[config.mk]
export PLATFORM = sky130hd
export DESIGN_NAME = hex_scan_ctrl
export DESIGN_NICKNAME = d
export VERILOG_FILES = /design/src/rtl/hex_scan_pkg.sv /design/src/rtl/scan_tick_gen.sv /design/src/rtl/hex_scan_ctrl.sv
export SDC_FILE = /design/constraint.sdc
export NUM_CORES = 1
export LEC_CHECK = 0
export CAP_MARGIN = 15
export CELL_PAD_IN_SITES_DETAIL_PLACEMENT = 0
export CELL_PAD_IN_SITES_GLOBAL_PLACEMENT = 1
export CORE_MARGIN = 2
export CORE_UTILIZATION = 44
export DETAILED_ROUTE_END_ITERATION = 16
export MAX_ROUTING_LAYER = met4
export PLACE_DENSITY_LB_ADDON = 0.1
export SLEW_MARGIN = 20
export SYNTH_ARGS = -nofsm -noshare
export SYNTH_HDL_FRONTEND = slang
export SYNTH_SLANG_ARGS = --single-unit
[constraint.sdc]
create_clock -name clk -period 3.1 [get_ports clk]
set_clock_uncertainty 0.2 [all_clocks]
set_input_delay 0.31 -clock clk [delete_from_list [all_inputs] [get_ports clk]]
set_output_delay 0.31 -clock clk [all_outputs]
set_load 0.01 [all_outputs]
[src/rtl/hex_scan_pkg.sv]
// -----------------------------------------------------------------------------
// hex_scan_pkg
// Shared definitions for the four-digit hex scan controller:
//   - scan_state_t : scan FSM states (BLANK after reset, then DEAD/ON per slot)
//   - CLK_DIV_DEF  : default clock cycles per digit slot
//   - DEAD_CYC_DEF : default anode-off cycles at the start of each slot
//   - digit_sel    : pick nibble idx out of a 16-bit value
//   - anode_onehot : active-low one-hot anode pattern for digit idx
// -----------------------------------------------------------------------------
package hex_scan_pkg;

    typedef enum logic [1:0] {
        BLANK = 2'd0,
        DEAD  = 2'd1,
        ON    = 2'd2
    } scan_state_t;

    localparam int CLK_DIV_DEF  = 50000;
    localparam int DEAD_CYC_DEF = 16;

    function automatic logic [3:0] digit_sel(input logic [15:0] value,
                                             input logic [1:0]  idx);
        return value[{idx, 2'b00} +: 4];
    endfunction

    function automatic logic [3:0] anode_onehot(input logic [1:0] idx);
        return ~(4'b0001 << idx);
    endfunction

endpackage

[src/rtl/scan_tick_gen.sv]
// -----------------------------------------------------------------------------
// scan_tick_gen
// Slot prescaler: counts 0..CLK_DIV-1 and wraps.
// Ports:
//   clk      : clock, rising edge
//   rst_n    : asynchronous active-low reset (counter to 0)
//   slot_end : high on the last count of a slot (CLK_DIV-1)
//   dead_end : high on the last dead count of a slot (DEAD_CYC-1)
// -----------------------------------------------------------------------------
module scan_tick_gen #(
    parameter int CLK_DIV  = 50000,
    parameter int DEAD_CYC = 16
) (
    input  logic clk,
    input  logic rst_n,
    output logic slot_end,
    output logic dead_end
);

    localparam int CNT_W = $clog2(CLK_DIV);
    localparam logic [CNT_W-1:0] CNT_LAST  = CNT_W'(CLK_DIV - 1);
    localparam logic [CNT_W-1:0] DEAD_LAST = CNT_W'(DEAD_CYC - 1);

    logic [CNT_W-1:0] cnt_reg;

    always_ff @(posedge clk or negedge rst_n) begin
        if (!rst_n) begin
            cnt_reg <= '0;
        end else if (cnt_reg == CNT_LAST) begin
            cnt_reg <= '0;
        end else begin
            cnt_reg <= cnt_reg + CNT_W'(1);
        end
    end

    assign slot_end = (cnt_reg == CNT_LAST);
    assign dead_end = (cnt_reg == DEAD_LAST);

endmodule

[src/rtl/hex_scan_ctrl.sv]
// -----------------------------------------------------------------------------
// hex_scan_ctrl
// Time-multiplexed four-digit hex display scanner with a one-deep load buffer
// that only updates the shown value at frame boundaries (no tearing), a dead
// time at the start of each slot, and optional leading-zero blanking.
// Ports:
//   clk        : clock, rising edge
//   rst_n      : asynchronous active-low reset
//   load_valid : producer offers load_data
//   load_data  : four hex digits, [15:12] = digit 3 ... [3:0] = digit 0
//   load_ready : a value can be accepted (pending buffer empty)
//   blank_en   : leading-zero blanking enable, sampled every cycle
//   nib        : nibble of the currently scanned digit
//   an_n       : active-low one-hot anode enables, an_n[i] = digit i
//   frame_tick : one-cycle pulse after each frame boundary
// -----------------------------------------------------------------------------
module hex_scan_ctrl
    import hex_scan_pkg::*;
#(
    parameter int CLK_DIV  = CLK_DIV_DEF,
    parameter int DEAD_CYC = DEAD_CYC_DEF
) (
    input  logic        clk,
    input  logic        rst_n,
    input  logic        load_valid,
    input  logic [15:0] load_data,
    output logic        load_ready,
    input  logic        blank_en,
    output logic [3:0]  nib,
    output logic [3:0]  an_n,
    output logic        frame_tick
);

    logic slot_end;
    logic dead_end;

    scan_tick_gen #(
        .CLK_DIV  (CLK_DIV),
        .DEAD_CYC (DEAD_CYC)
    ) u_tick (
        .clk      (clk),
        .rst_n    (rst_n),
        .slot_end (slot_end),
        .dead_end (dead_end)
    );

    scan_state_t state_reg, state_next;
    logic [1:0]  idx_reg, idx_next;
    logic [15:0] display_reg, display_next;
    logic [15:0] pending_reg, pending_next;
    logic        pend_valid_reg, pend_valid_next;
    logic        load_ready_reg;
    logic [3:0]  an_n_reg, an_n_next;
    logic [3:0]  nib_reg, nib_next;
    logic        frame_tick_reg, frame_tick_next;
    logic        accept;
    logic        frame_end;
    logic [3:0]  lead_zero;

    assign accept    = load_valid & load_ready_reg;
    // The slot that closes BLANK counts as a frame boundary as well.
    assign frame_end = slot_end & ((state_reg == BLANK) | (idx_reg == 2'd3));

    // Sequencing and load buffer.
    always_comb begin
        state_next      = state_reg;
        idx_next        = idx_reg;
        display_next    = display_reg;
        pending_next    = pending_reg;
        pend_valid_next = pend_valid_reg;
        frame_tick_next = frame_end;

        case (state_reg)
            BLANK: if (slot_end) begin
                state_next = DEAD;
                idx_next   = 2'd0;
            end
            DEAD:  if (dead_end) state_next = ON;
            ON:    if (slot_end) state_next = DEAD;
            default: state_next = BLANK;
        endcase

        if (slot_end && state_reg != BLANK) begin
            idx_next = idx_reg + 2'd1;
        end

        if (frame_end && pend_valid_reg) begin
            display_next    = pending_reg;
            pend_valid_next = 1'b0;
        end

        // accept needs pend_valid clear, so it never collides with a transfer.
        if (accept) begin
            pending_next    = load_data;
            pend_valid_next = 1'b1;
        end
    end

    // lead_zero[i]: digit i and every more-significant digit are zero.
    // Digit 0 is never blanked so a zero value still shows one "0".
    assign lead_zero[0] = 1'b0;
    generate
        for (genvar gi = 1; gi < 4; gi++) begin : g_lead_zero
            assign lead_zero[gi] = (display_next[15:gi*4] == '0);
        end
    endgenerate

    // Outputs are computed from the next state so they switch on the same
    // edge as the FSM, index and display register.
    always_comb begin
        an_n_next = 4'b1111;
        nib_next  = 4'h0;
        if (state_next != BLANK) begin
            nib_next = digit_sel(display_next, idx_next);
        end
        if (state_next == ON && !(blank_en && lead_zero[idx_next])) begin
            an_n_next = anode_onehot(idx_next);
        end
    end

    always_ff @(posedge clk or negedge rst_n) begin
        if (!rst_n) begin
            state_reg      <= BLANK;
            idx_reg        <= 2'd0;
            display_reg    <= 16'h0000;
            pending_reg    <= 16'h0000;
            pend_valid_reg <= 1'b0;
            load_ready_reg <= 1'b1;
            an_n_reg       <= 4'b1111;
            nib_reg        <= 4'h0;
            frame_tick_reg <= 1'b0;
        end else begin
            state_reg      <= state_next;
            idx_reg        <= idx_next;
            display_reg    <= display_next;
            pending_reg    <= pending_next;
            pend_valid_reg <= pend_valid_next;
            load_ready_reg <= ~pend_valid_next;
            an_n_reg       <= an_n_next;
            nib_reg        <= nib_next;
            frame_tick_reg <= frame_tick_next;
        end
    end

    assign load_ready = load_ready_reg;
    assign an_n       = an_n_reg;
    assign nib        = nib_reg;
    assign frame_tick = frame_tick_reg;

endmodule

==> run summary <==
Status: finished clean
Synth Net Count: 343
Worst R2R Start: u_tick.cnt_reg[4]
Full die area: 0.00775 mm2
DRT Wirelength: 7180 um
Slowest cell on crit path: and4_1
LEAKAGE: 1.75 nW
Final hold vios: 0
Worst-Margin Slew: 0.647 ns
Total power: 1.75 mW
R2r worst-path depth: 6
Initial antenna violation count: 0
Finished Layout Cells: 455
Peak Freq: 365 MHz
Wire per inst: 15.8 um
Critical path type: flop to flop
CTS root buf: clkbuf_8
CTS H-tree lvls: 3
IO Port Bufs: 29
Clk sinks: 63
Fill cells: 641
Met2 Routed Length: 2910 um
Total grt overflow: 0
Drt pass-1 iters: 7
Drt drc: 0
Initial core utilization: 45.5%
Max clock buf depth: 2
Worst setup path end: nib[0]
Sequential-to-total area share from yosys stat: 50.9%
Placeable Area: 0.00683 mm2
Number of global-route vias before repair: 2,334
Fraction of final layout cells with drive strength greater than 1: 15.9%
Die X: 88.0 um
Worst Setup SP: u_tick.cnt_reg[4]
Setup slack, reg-to-reg: 0.36 ns
Insertion delay to the later sink of the worst-skew pair: 0.34 ns
Chip height: 88.0 um
Final setup TNS: 0 ns
Storage element area: 0.00158 mm2
Hold WC Path Type: input pin to asynchronous set/reset pin
Slew headroom: 56.8%
Syn. warnings: 0
Final ANT Viol Nets: 0
Inst Count DP: 438
Area of the mapped netlist: 0.00311 mm2
Synth Register Bits: 63
Nets: 376
Area of the multi-input gates: 0.00143 mm2
Detailed placer's ending HPWL: 5290 um
CTS clk-pin slew, worst paths: 0.08 ns
Asr flop ratio synth: 100%
Data required, critical path: 3.18 ns
Num rows: 30
ANT cells: 0
First-pass GRT wire length: 12,000 um
Pin count of the biggest net entering global routing: 32
Final setup fails: 0
CP Max Fanout: 16
Ports: 30
Max-Cap Viols: 0
Main synth FF type: dfrtp_1
Minimum clock period: 2.74 ns
WL met3: 430 um
CTS resizes: 0
Peak VDD IR: 0.318 mV
Cell area power density: 467 mW/mm2
Reg2reg end: nib[0]
Post-synth EDFFs: 0
Routed vias: 2,412
Cells after Synth: 321
Tcrit/Tclk final: 88.5%
Area growth syn-to-layout: 20.4%
Crit path arrival time: 2.82 ns
Uppermost layer routed: met4
CP peak stage delay: 0.63 ns
Crit. End Element: flop
GRT Total Usage: 21.1%
Vias per Instance: 5.30
Syn avg cell area: 9.68 um2
Worst path cell trace: nor4_2 > and4_1 > mux2i_1 > o21ai_0 > nor3_1 > o21a_1
Post-synth cell types: 48
CTS tree: yes
RSZ-0062 raised after global routing: no
Critical path launch point type: flop
Initial drt markers: 236
Routability cong.: 0.923
Fin. max-slew vios: 0
Wl on met1: 3740 um
Num CTS Buffers: 9
==> critical path, delay by kind of cell (launching register included) <==
family	cells	cell delay, ns
simple gates	3	1.22
mux	1	0.49
compound gates	2	0.31
flops	1	0.44
==> where the power goes <==
| part | switching, mW | leakage, nW | total (mW) | internal, mW |
|---|---|---|---|---|
| combinational | 0.0194 | 0.786 | 0.0422 | 0.0227 |
| sequential | 0 | 0.843 | 0.822 | 0.822 |
| clock | 0.345 | 0.120 | 0.882 | 0.537 |
| total | 0.365 | 1.75 | 1.75 | 1.38 |
==> logic make-up (layout without fill, tap and decap cells) <==
family                   Yosys count  in the layout  synth area share, %
adder cells (fa/ha/maj)            2              2                0.805
multiplexers                      22             22                 7.85
flip-flops                        63             63                 50.9
AND/OR/NAND/NOR                  148            148                 22.5
XOR/XNOR                          13             13                 3.66
AO/OA/AOI/OAI                     53             53                 11.2
buffers and inverters             20             58                 2.98
==> per-layer routing <==
metal,GRT usage [%],up-vias
li1,-,1187
met1,32.4,1133
met2,27.5,81
met5,-,-
met3,5.28,11
met4,5.23,0
==> timing repair <==
item,4_1_cts,5_1_grt
hold buffers,1,0
setup buffers,0,0
endpoints found under the setup margin,0,0
hold endpoints to repair,10,0
==> cell type report <==
| cell class | instances | share of cell area [%] |
|---|---|---|
| multi-input cells | 238 | 38.3 |
| well taps | 96 | 3.21 |
| clock inverters | 7 | 3.21 |
| clock buffers | 9 | 3.31 |
| inverters | 6 | 0.602 |
| flip-flops and latches | 63 | 42.3 |
| repair buffers | 36 | 9.10 |
==> layout by cell type (no fill, tap or decap), types with 7 or more instances in the layout <==
cell,n
nand3_1,7
o21ai_0,22
nand2_1,71
clkbuf_8,9
xor2_1,9
nor4_1,7
mux2_2,19
clkdlybuf4s50_1,28
dfrtp_1,58
and3_1,9
nor2_1,24
==> synthesized netlist by cell type (5+ instances only) <==
master	n	area, um2
nor4_1	7	43.8
clkbuf_1	7	26.3
xor2_1	9	78.8
mux2_2	19	214
nor2_1	24	90.1
dfstp_2	5	131
o22ai_1	5	31.3
nand3_1	7	35.0
nor3_1	6	30.0
o211ai_1	5	37.5
o21ai_0	22	110
buf_2	5	25.0
inv_1	6	22.5
a21oi_1	6	30.0
nand2_1	71	267
dfrtp_1	58	1450
and3_1	9	56.3
==> worst min-delay path by stage <==
stage               start                 end  slack, ns
finish              rst_n  u_tick.cnt_reg[14]       0.16
global route        rst_n  u_tick.cnt_reg[12]       0.17
CTS                 rst_n  u_tick.cnt_reg[14]       0.16
detailed placement  rst_n  u_tick.cnt_reg[14]     -0.004
global placement    rst_n  u_tick.cnt_reg[14]     -0.005
floorplan           rst_n      display_reg[0]      -0.19
==> per-stage QoR <==
stage	instance area [um2]	setup slack (ns)	hold WS (ns)	utilization, %
floorplan	3110	0.878	-0.186	-
global placement	3490	0.490	-0.00515	51.0
detailed placement	3490	0.430	-0.00351	51.0
CTS	3740	0.384	0.161	54.8
global route	3740	0.111	0.174	54.8
finish	3740	0.358	0.161	54.8
Power figures use the tool's default switching activity.
